$ cat config.mk
export PLATFORM = sky130hd
export DESIGN_NAME = preset_cmd_sequencer
export DESIGN_NICKNAME = d
export VERILOG_FILES = /design/src/rtl/preset_cmd_sequencer.sv
export SDC_FILE = /design/constraint.sdc
export NUM_CORES = 1
export LEC_CHECK = 0
export BUFFER_PORTS_ARGS = -buffer_cell sky130_fd_sc_hd__clkbuf_2
export CELL_PAD_IN_SITES_DETAIL_PLACEMENT = 1
export CELL_PAD_IN_SITES_GLOBAL_PLACEMENT = 2
export CORE_MARGIN = 5
export CORE_UTILIZATION = 31
export DETAILED_ROUTE_END_ITERATION = 16
export GPL_TIMING_DRIVEN = 1
export PLACE_DENSITY_LB_ADDON = 0.1
export SKIP_CTS_REPAIR_TIMING = 1
export SLEW_MARGIN = 20
export SYNTH_ARGS = -nofsm -noshare
export SYNTH_HDL_FRONTEND = slang
export SYNTH_SLANG_ARGS = --single-unit
$ cat constraint.sdc
create_clock -name clk -period 3.06 [get_ports clk]
set_clock_uncertainty 0.1 [all_clocks]
set_input_delay 0.306 -clock clk [delete_from_list [all_inputs] [get_ports clk]]
set_output_delay 0.306 -clock clk [all_outputs]
set_load 0.005 [all_outputs]
$ cat src/rtl/preset_cmd_sequencer.sv
// rtl/preset_cmd_sequencer.sv - drives reset/set pins of a preset register bank and verifies readback
// Optional: define PRESET_STICKY_ERR_EN to make err a sticky failure status held until reset.
module preset_cmd_sequencer #(
  parameter int               WIDTH       = 4,
  parameter logic [WIDTH-1:0] RESET_VAL   = 4'b1101,
  parameter logic [WIDTH-1:0] SET_VAL     = 4'b0110,
  parameter int               HOLD_CYCLES = 2,
  parameter int               TIMEOUT     = 8
) (
  input  logic             clk,
  input  logic             reset,
  input  logic             req_valid,
  input  logic             req_op,
  output logic             req_ready,
  output logic             tgt_reset,
  output logic             tgt_set,
  input  logic [WIDTH-1:0] tgt_q,
  output logic             busy,
  output logic             done,
  output logic             err
);

  localparam int HW = (HOLD_CYCLES > 1) ? $clog2(HOLD_CYCLES) : 1;
  localparam int TW = (TIMEOUT > 1) ? $clog2(TIMEOUT) : 1;

  typedef enum logic [1:0] {IDLE, DRIVE, CHECK} state_t;

  state_t          state, state_nx;
  logic            op, op_nx;
  logic [HW-1:0]   hold_cnt, hold_nx;
  logic [TW-1:0]   to_cnt, to_nx;
  logic            done_nx, err_nx, fail;
  logic [WIDTH-1:0] expected;

  assign req_ready = ~busy;

  always_comb begin
    state_nx = state;
    op_nx    = op;
    hold_nx  = hold_cnt;
    to_nx    = to_cnt;
    done_nx  = 1'b0;
    fail     = 1'b0;
    expected = op ? SET_VAL : RESET_VAL;
    case (state)
      IDLE: begin
        if (req_valid && req_ready) begin
          op_nx    = req_op;
          hold_nx  = HW'(HOLD_CYCLES - 1);
          state_nx = DRIVE;
        end
      end
      DRIVE: begin
        if (hold_cnt == '0) begin
          state_nx = CHECK;
          to_nx    = '0;
        end else begin
          hold_nx = hold_cnt - 1'b1;
        end
      end
      CHECK: begin
        if (tgt_q == expected) begin
          state_nx = IDLE;
          done_nx  = 1'b1;
        end else if (to_cnt == TW'(TIMEOUT - 1)) begin
          state_nx = IDLE;
          done_nx  = 1'b1;
          fail     = 1'b1;
        end else begin
          to_nx = to_cnt + 1'b1;
        end
      end
      default: state_nx = IDLE;
    endcase
`ifdef PRESET_STICKY_ERR_EN
    err_nx = err | fail;
`else
    err_nx = fail;
`endif
  end

  // Drive lines and busy are registered from the next state so they line up with it.
  always_ff @(posedge clk) begin
    if (reset) begin
      state     <= IDLE;
      op        <= 1'b0;
      hold_cnt  <= '0;
      to_cnt    <= '0;
      tgt_reset <= 1'b0;
      tgt_set   <= 1'b0;
      busy      <= 1'b0;
      done      <= 1'b0;
      err       <= 1'b0;
    end else begin
      state     <= state_nx;
      op        <= op_nx;
      hold_cnt  <= hold_nx;
      to_cnt    <= to_nx;
      tgt_reset <= (state_nx == DRIVE) && !op_nx;
      tgt_set   <= (state_nx == DRIVE) && op_nx;
      busy      <= (state_nx != IDLE);
      done      <= done_nx;
      err       <= err_nx;
    end
  end

endmodule
==> flow_metrics.py, run 1 <==
metrics = {
    "sta": {
        "setup_ws_ps": 1160,
        "finalCritPeriodShare": 0.620,
        "whs_ps": 184,
        "tns_ps": 0,
        "slew_headroom": 0.777,
        "slew_violations": 0,
        "hold_viol": 0,
        "worst_slew_pin_slew_ps": 329,
        "setup_viol": 0,
        "min_period_ps": 1900,
        "rsz0062_at_grt": "no",
        "timing.fmax_mhz": 527,
    },
    "clock_tree": {
        "clockBufferDepth": 2,
        "clock-sinks": 12,
        "cts_buffers": 3,
        "worstSkewPairLatency_ps": 270,
        "cts_tree": "built",
        "cts-root-buf": "clkbuf_4",
        "clkTransAtPathRegs_ps": 70,
        "cts-htree-levels": 1,
    },
    "cells_and_area": {
        "drive_gt1_frac": 0.302,
        "fin_util": 0.400,
        "nFillCells": 187,
        "antenna_cells": 0,
        "multi_input_area_um2": 239,
        "area_growth_pct": 21.8,
        "register_area_um2": 240,
        "layout.nets": 75,
    },
    "power_and_ir_drop": {
        "total_power_mw": 0.369,
        "leakage_nw": 0.297,
        "ir_worst_vdd_uv": 292,
        "powerDensity_nw_per_um2": 612,
    },
    "synthesis": {
        "synth-seq-cells": 12,
        "async_flop_share": 0,
        "ys_warn_count": 0,
        "yosysTopAreaCellShare": 0.486,
        "syn_area_um2": 494,
        "synth_nets": 57,
        "ys.flop_type": "dfxtp_1",
        "synth_cell_types": 21,
        "postSynthCellCount": 47,
        "ys_top_cells_by_area": "dfxtp_1, nor2_1, and4bb_1",
        "seq_area_frac_synth": 0.486,
        "synth_edf_count": 0,
        "syn_avg_cell_area_um2": 10.5,
        "synth_top_area_cell": "dfxtp_1",
    },
    "routing": {
        "first_pass_iters": 4,
        "vias": 393,
        "dr.first_iter.drc_count": 5,
        "routed_wl_um": 968,
        "ant_nets": 0,
        "wl_per_cell_um": 12.3,
        "drc": 0,
        "vias_per_cell": 4.97,
    },
    "placed_design": {
        "dp.final_hpwl_um": 748,
        "place.gp.congestion": 0.663,
        "port_buffers": 13,
        "preCtsSetupSlack_ps": 1180,
    },
    "critical_path": {
        "crit_path_max_fanout": 4,
        "cp.required_ps": 3130,
        "critPathKind": "reg2reg",
        "end_kind": "flop",
        "arrival_ps": 1960,
        "start_kind": "flop",
    },
    "global_route": {
        "grt_start_max_net_pins": 7,
        "grt_pass1_wl_um": 1640,
        "grt_pass1_vias": 379,
        "grt_antenna_before_repair": 0,
        "grt_usage": 0.0945,
        "grt_overflow": 0,
    },
    "outcome": {
        "status": "finished clean",
    },
    "die": {
        "ios": 14,
        "row_count": 14,
        "initial_core_util": 0.328,
        "coreArea_um2": 1510,
        "dieArea_um2": 2490,
        "fp.dieW_um": 49.9,
        "die_h_um": 49.9,
    },
    "flow_run": {
        "drv_cap": 0,
    },
    "hold_path": {
        "min-delay-path-class": "in2reg",
    },
}
## metal layers
metal	global-route usage	routed length, um
met5	0	0
met4	0.118	58
met3	0.0482	71
met2	0.106	342
met1	0.110	495
## synthesized netlist by cell type (all sizes together) (2+ instances only)
cell	number
nor3b	3
dfxtp	12
inv	4
ha	2
and4bb	2
nor2	7
nor3	3
a22o	2
## cell usage in the layout (no fill, tap or decap)
master	count
a21oi_1	1
a22o_1	2
and4bb_1	2
clkbuf_2	13
clkbuf_4	3
dfxtp_1	12
ha_1	2
inv_1	4
mux2_4	1
mux2i_1	1
nand2b_1	1
nand3b_1	1
nor2_1	7
nor3_1	2
nor3_2	1
nor3b_1	3
nor4b_1	1
o211a_1	1
o21a_1	1
o21ai_1	1
o22ai_2	1
or3_1	1
or3b_1	1
## area by class of cell
cell class / count / area share
clock buffer: 3 / 0.0374
sequential: 12 / 0.399
inverter: 4 / 0.0249
tap: 16 / 0.0333
multi-input combinational: 31 / 0.397
timing repair buffer: 13 / 0.108
## critical path, cell delays in order (launching register included)
cell	delay, ps
dfxtp_1	330
ha_1	200
ha_1	210
or3b_1	410
o22ai_2	190
nor3_1	100
mux2_4	260
## stage by stage
| step | cells | instance area [um^2] |
|---|---|---|
| floorplan | 47 | 494 |
| global placement | 76 | 579 |
| detailed placement | 76 | 579 |
| CTS | 79 | 602 |
| global route | 79 | 602 |
| finish | 79 | 602 |
## power by group
group          switching (mW)  internal, mW
clock network          0.0514        0.0456
logic                  0.0381        0.0400
registers              0.0176         0.176
total                   0.107         0.261
## registers in the layout, indices dropped and copies added, names as in the netlist
name and flops:
busy 1, done 1, err 1, hold_cnt 1, op 1, state 2
tgt_reset 1, tgt_set 1, to_cnt 3
## worst paths after layout
kind                            startpoint  cells past startpoint   endpoint  slack [ps]
worst max-delay path             to_cnt[0]                      6  to_cnt[0]        1160
worst min-delay path                 reset                      2         op         180
worst max register to register   to_cnt[0]                      6  to_cnt[0]        1160
worst min register to register   to_cnt[2]                      1  to_cnt[2]         390
## cells by family after synthesis
group | Yosys count | synth area share
buffers and inverters | 4 | 0.0304
AOI/OAI and AO/OA | 7 | 0.116
DFF | 12 | 0.486
muxes | 2 | 0.0506
adders and majority gates | 2 | 0.0506
and+or+nand+nor | 20 | 0.266
No activity file was read; power rests on OpenSTA's default activity.
==> run 2: changes to the inputs <==
--- a/config.mk
+++ b/config.mk
@@ -9,7 +9,7 @@
 export CELL_PAD_IN_SITES_DETAIL_PLACEMENT = 1
 export CELL_PAD_IN_SITES_GLOBAL_PLACEMENT = 2
 export CORE_MARGIN = 5
-export CORE_UTILIZATION = 31
+export CORE_UTILIZATION = 28
 export DETAILED_ROUTE_END_ITERATION = 16
 export GPL_TIMING_DRIVEN = 1
 export PLACE_DENSITY_LB_ADDON = 0.1
==> constraint.sdc (replaced) <==
create_clock -name clk -period 1.85 [get_ports clk]
set_clock_uncertainty 0.1 [all_clocks]
set_input_delay 0.185 -clock clk [delete_from_list [all_inputs] [get_ports clk]]
set_output_delay 0.185 -clock clk [all_outputs]
set_load 0.005 [all_outputs]
==> flow_metrics.py, run 2 (synthesized netlist as in run 1, its figures left out) <==
metrics = {
    "global_route": {
        "grt_usage": 0.0978,
        "grt_overflow": 0,
        "met2_usage": 0.132,
        "grt_antenna_before_repair": 0,
        "grt_use_met3": 0.0602,
        "grt_pass1_wl_um": 1800,
        "busiest_layer": "met2",
        "grt_pass1_vias": 411,
        "grt_start_max_net_pins": 8,
        "use_met1": 0.112,
    },
    "cells_and_area": {
        "antenna_cells": 0,
        "drive_gt1_frac": 0.433,
        "layout.nets": 78,
        "max_flop_register": "to_cnt",
        "area_growth_pct": 41.0,
        "reg.largest.list": "to_cnt (3), state (2)",
        "final_common_cell": "clkbuf_2",
        "largest_register_ff_count": 3,
        "final_area_um2": 697,
        "layout_common_cells": "clkbuf_2, dfxtp_1, nor2_1",
    },
    "die": {
        "ios": 14,
        "fp.dieW_um": 52.0,
        "initial_core_util": 0.289,
        "row_count": 15,
        "coreArea_um2": 1710,
        "die_h_um": 52.0,
        "dieArea_um2": 2710,
    },
    "clock_tree": {
        "clkTransAtPathRegs_ps": 80,
        "worstSkewPairLatency_ps": 280,
        "clock-sinks": 12,
        "cts_buffers": 3,
        "clockBufferDepth": 2,
        "cts-root-buf": "clkbuf_4",
        "cts_tree": "built",
        "cts-htree-levels": 1,
    },
    "routing": {
        "drc": 0,
        "routed_wl_um": 1080,
        "dr.first_iter.drc_count": 1,
        "vias_per_cell": 4.47,
        "first_pass_iters": 2,
        "vias": 411,
        "wl_per_cell_um": 11.8,
        "ant_nets": 0,
    },
    "critical_path": {
        "r2r_start": "to_cnt[1]",
        "critical_path.max_stage_delay_ps": 410,
        "critPathKind": "reg2reg",
        "arrival_ps": 1920,
        "crit_end": "to_cnt[0]",
        "cpMaxStageDelayCell": "or3b_4",
        "critPathLaunch": "to_cnt[1]",
        "cp.required_ps": 1920,
        "start_kind": "flop",
        "regToRegEndpoint": "to_cnt[0]",
        "cp_cell_sequence": "ha_4 -> ha_4 -> or3b_4 -> nor3_4 -> nor3_4 -> mux2_4",
        "end_kind": "flop",
        "rr_worst_depth": 6,
        "crit_path_max_fanout": 3,
        "ff2ff_setup_slack_ps": -0.4,
    },
    "power_and_ir_drop": {
        "seqPwrFrac": 0.469,
        "netSwitchingPower_mw": 0.195,
        "leakage_nw": 0.317,
        "internal_power_mw": 0.494,
        "combPwrFrac": 0.223,
        "powerDensity_nw_per_um2": 989,
        "p_sw_frac": 0.283,
        "p_clk_frac": 0.308,
        "ir_worst_vdd_uv": 556,
        "total_power_mw": 0.689,
    },
    "hold_path": {
        "min-delay-path-class": "in2reg",
        "hp-start": "reset",
    },
    "sta": {
        "finalCritPeriodShare": 1.00,
        "slew_violations": 0,
        "setup_ws_ps": -0.416,
        "whs_ps": 72.2,
        "worst_slew_pin_slew_ps": 367,
        "timing.fmax_mhz": 540,
        "hold_viol": 0,
        "rsz0062_at_grt": "yes",
        "slew_headroom": 0.753,
        "setup_viol": 1,
        "min_period_ps": 1850,
    },
    "placed_design": {
        "port_buffers": 13,
        "placed_area_um2": 606,
        "place.gp.congestion": 0.671,
        "dp.final_hpwl_um": 809,
    },
    "outcome": {
        "status": "finished with violations",
        "violations": "setup timing",
    },
    "flow_run": {
        "drv_cap": 0,
    },
}
==> run 2: cell types whose count changed in the layout (fill, tap and decap cells not counted), moves of 2 or more <==
cell | previous run | this run
buf_4 | 0 | 3
dfxtp_1 | 12 | 10
dfxtp_2 | 0 | 2
ha_1 | 2 | 0
ha_4 | 0 | 2
nor3_4 | 0 | 2
==> run 2: power by group through the flow <==
stage / combinational, mW / sequential [mW] / clock [mW]
2_1_floorplan: 0.0863 / 0.321 / 0
3_3_place_gp: 0.137 / 0.327 / 0
3_5_place_dp: 0.137 / 0.327 / 0
4_1_cts: 0.137 / 0.321 / 0.224
5_1_grt: 0.175 / 0.331 / 0.239
6_report: 0.154 / 0.323 / 0.212
==> run 2: layout make-up <==
type | instances | area (um^2)
Clock buffer | 4 | 36.3
Fill cell | 197 | 1010
Inverter | 4 | 15.0
Multi-Input combinational cell | 31 | 284
Sequential cell | 12 | 243
Tap cell | 25 | 31.3
Timing Repair Buffer | 16 | 87.6
==> run 2: worst max-delay path, delay by kind of cell (launching register included) <==
family | cells | cell delay, ps
muxes | 1 | 260
DFF | 1 | 340
and+or+nand+nor | 3 | 730
adders and majority gates | 2 | 310
==> run 2: metrics by stage <==
| stage | setup slack, ps | setup TNS (ps) | instances | util |
|---|---|---|---|---|
| 6_report | -0.416 | -0.416 | 92 | 0.408 |
| 3_3_place_gp | 50.6 | 0 | 87 | 0.355 |
| 2_1_floorplan | 55.1 | 0 | 47 | - |
| 5_1_grt | -60.2 | -110 | 92 | 0.408 |
| 4_1_cts | -17.8 | -17.8 | 91 | 0.376 |
| 3_5_place_dp | -2.01 | -2.01 | 87 | 0.355 |
==> run 2: per-layer routing <==
layer | vias to the layer above | part of all wire
met5 | - | 0
met1 | 193 | 0.44
met2 | 8 | 0.47
li1 | 206 | -
met3 | 4 | 0.058
met4 | 0 | 0.026
==> run 2: worst min-delay path by stage <==
| stage | endpoint | slack, ps | cells after the start |
|---|---|---|---|
| after detailed placement | state[1] | 350 | 2 |
| after global routing | op | 80 | 2 |
| final | state[1] | 70 | 2 |
| after floorplan | op | 160 | 1 |
| after CTS | op | 40 | 2 |
| after global placement | state[1] | 350 | 2 |
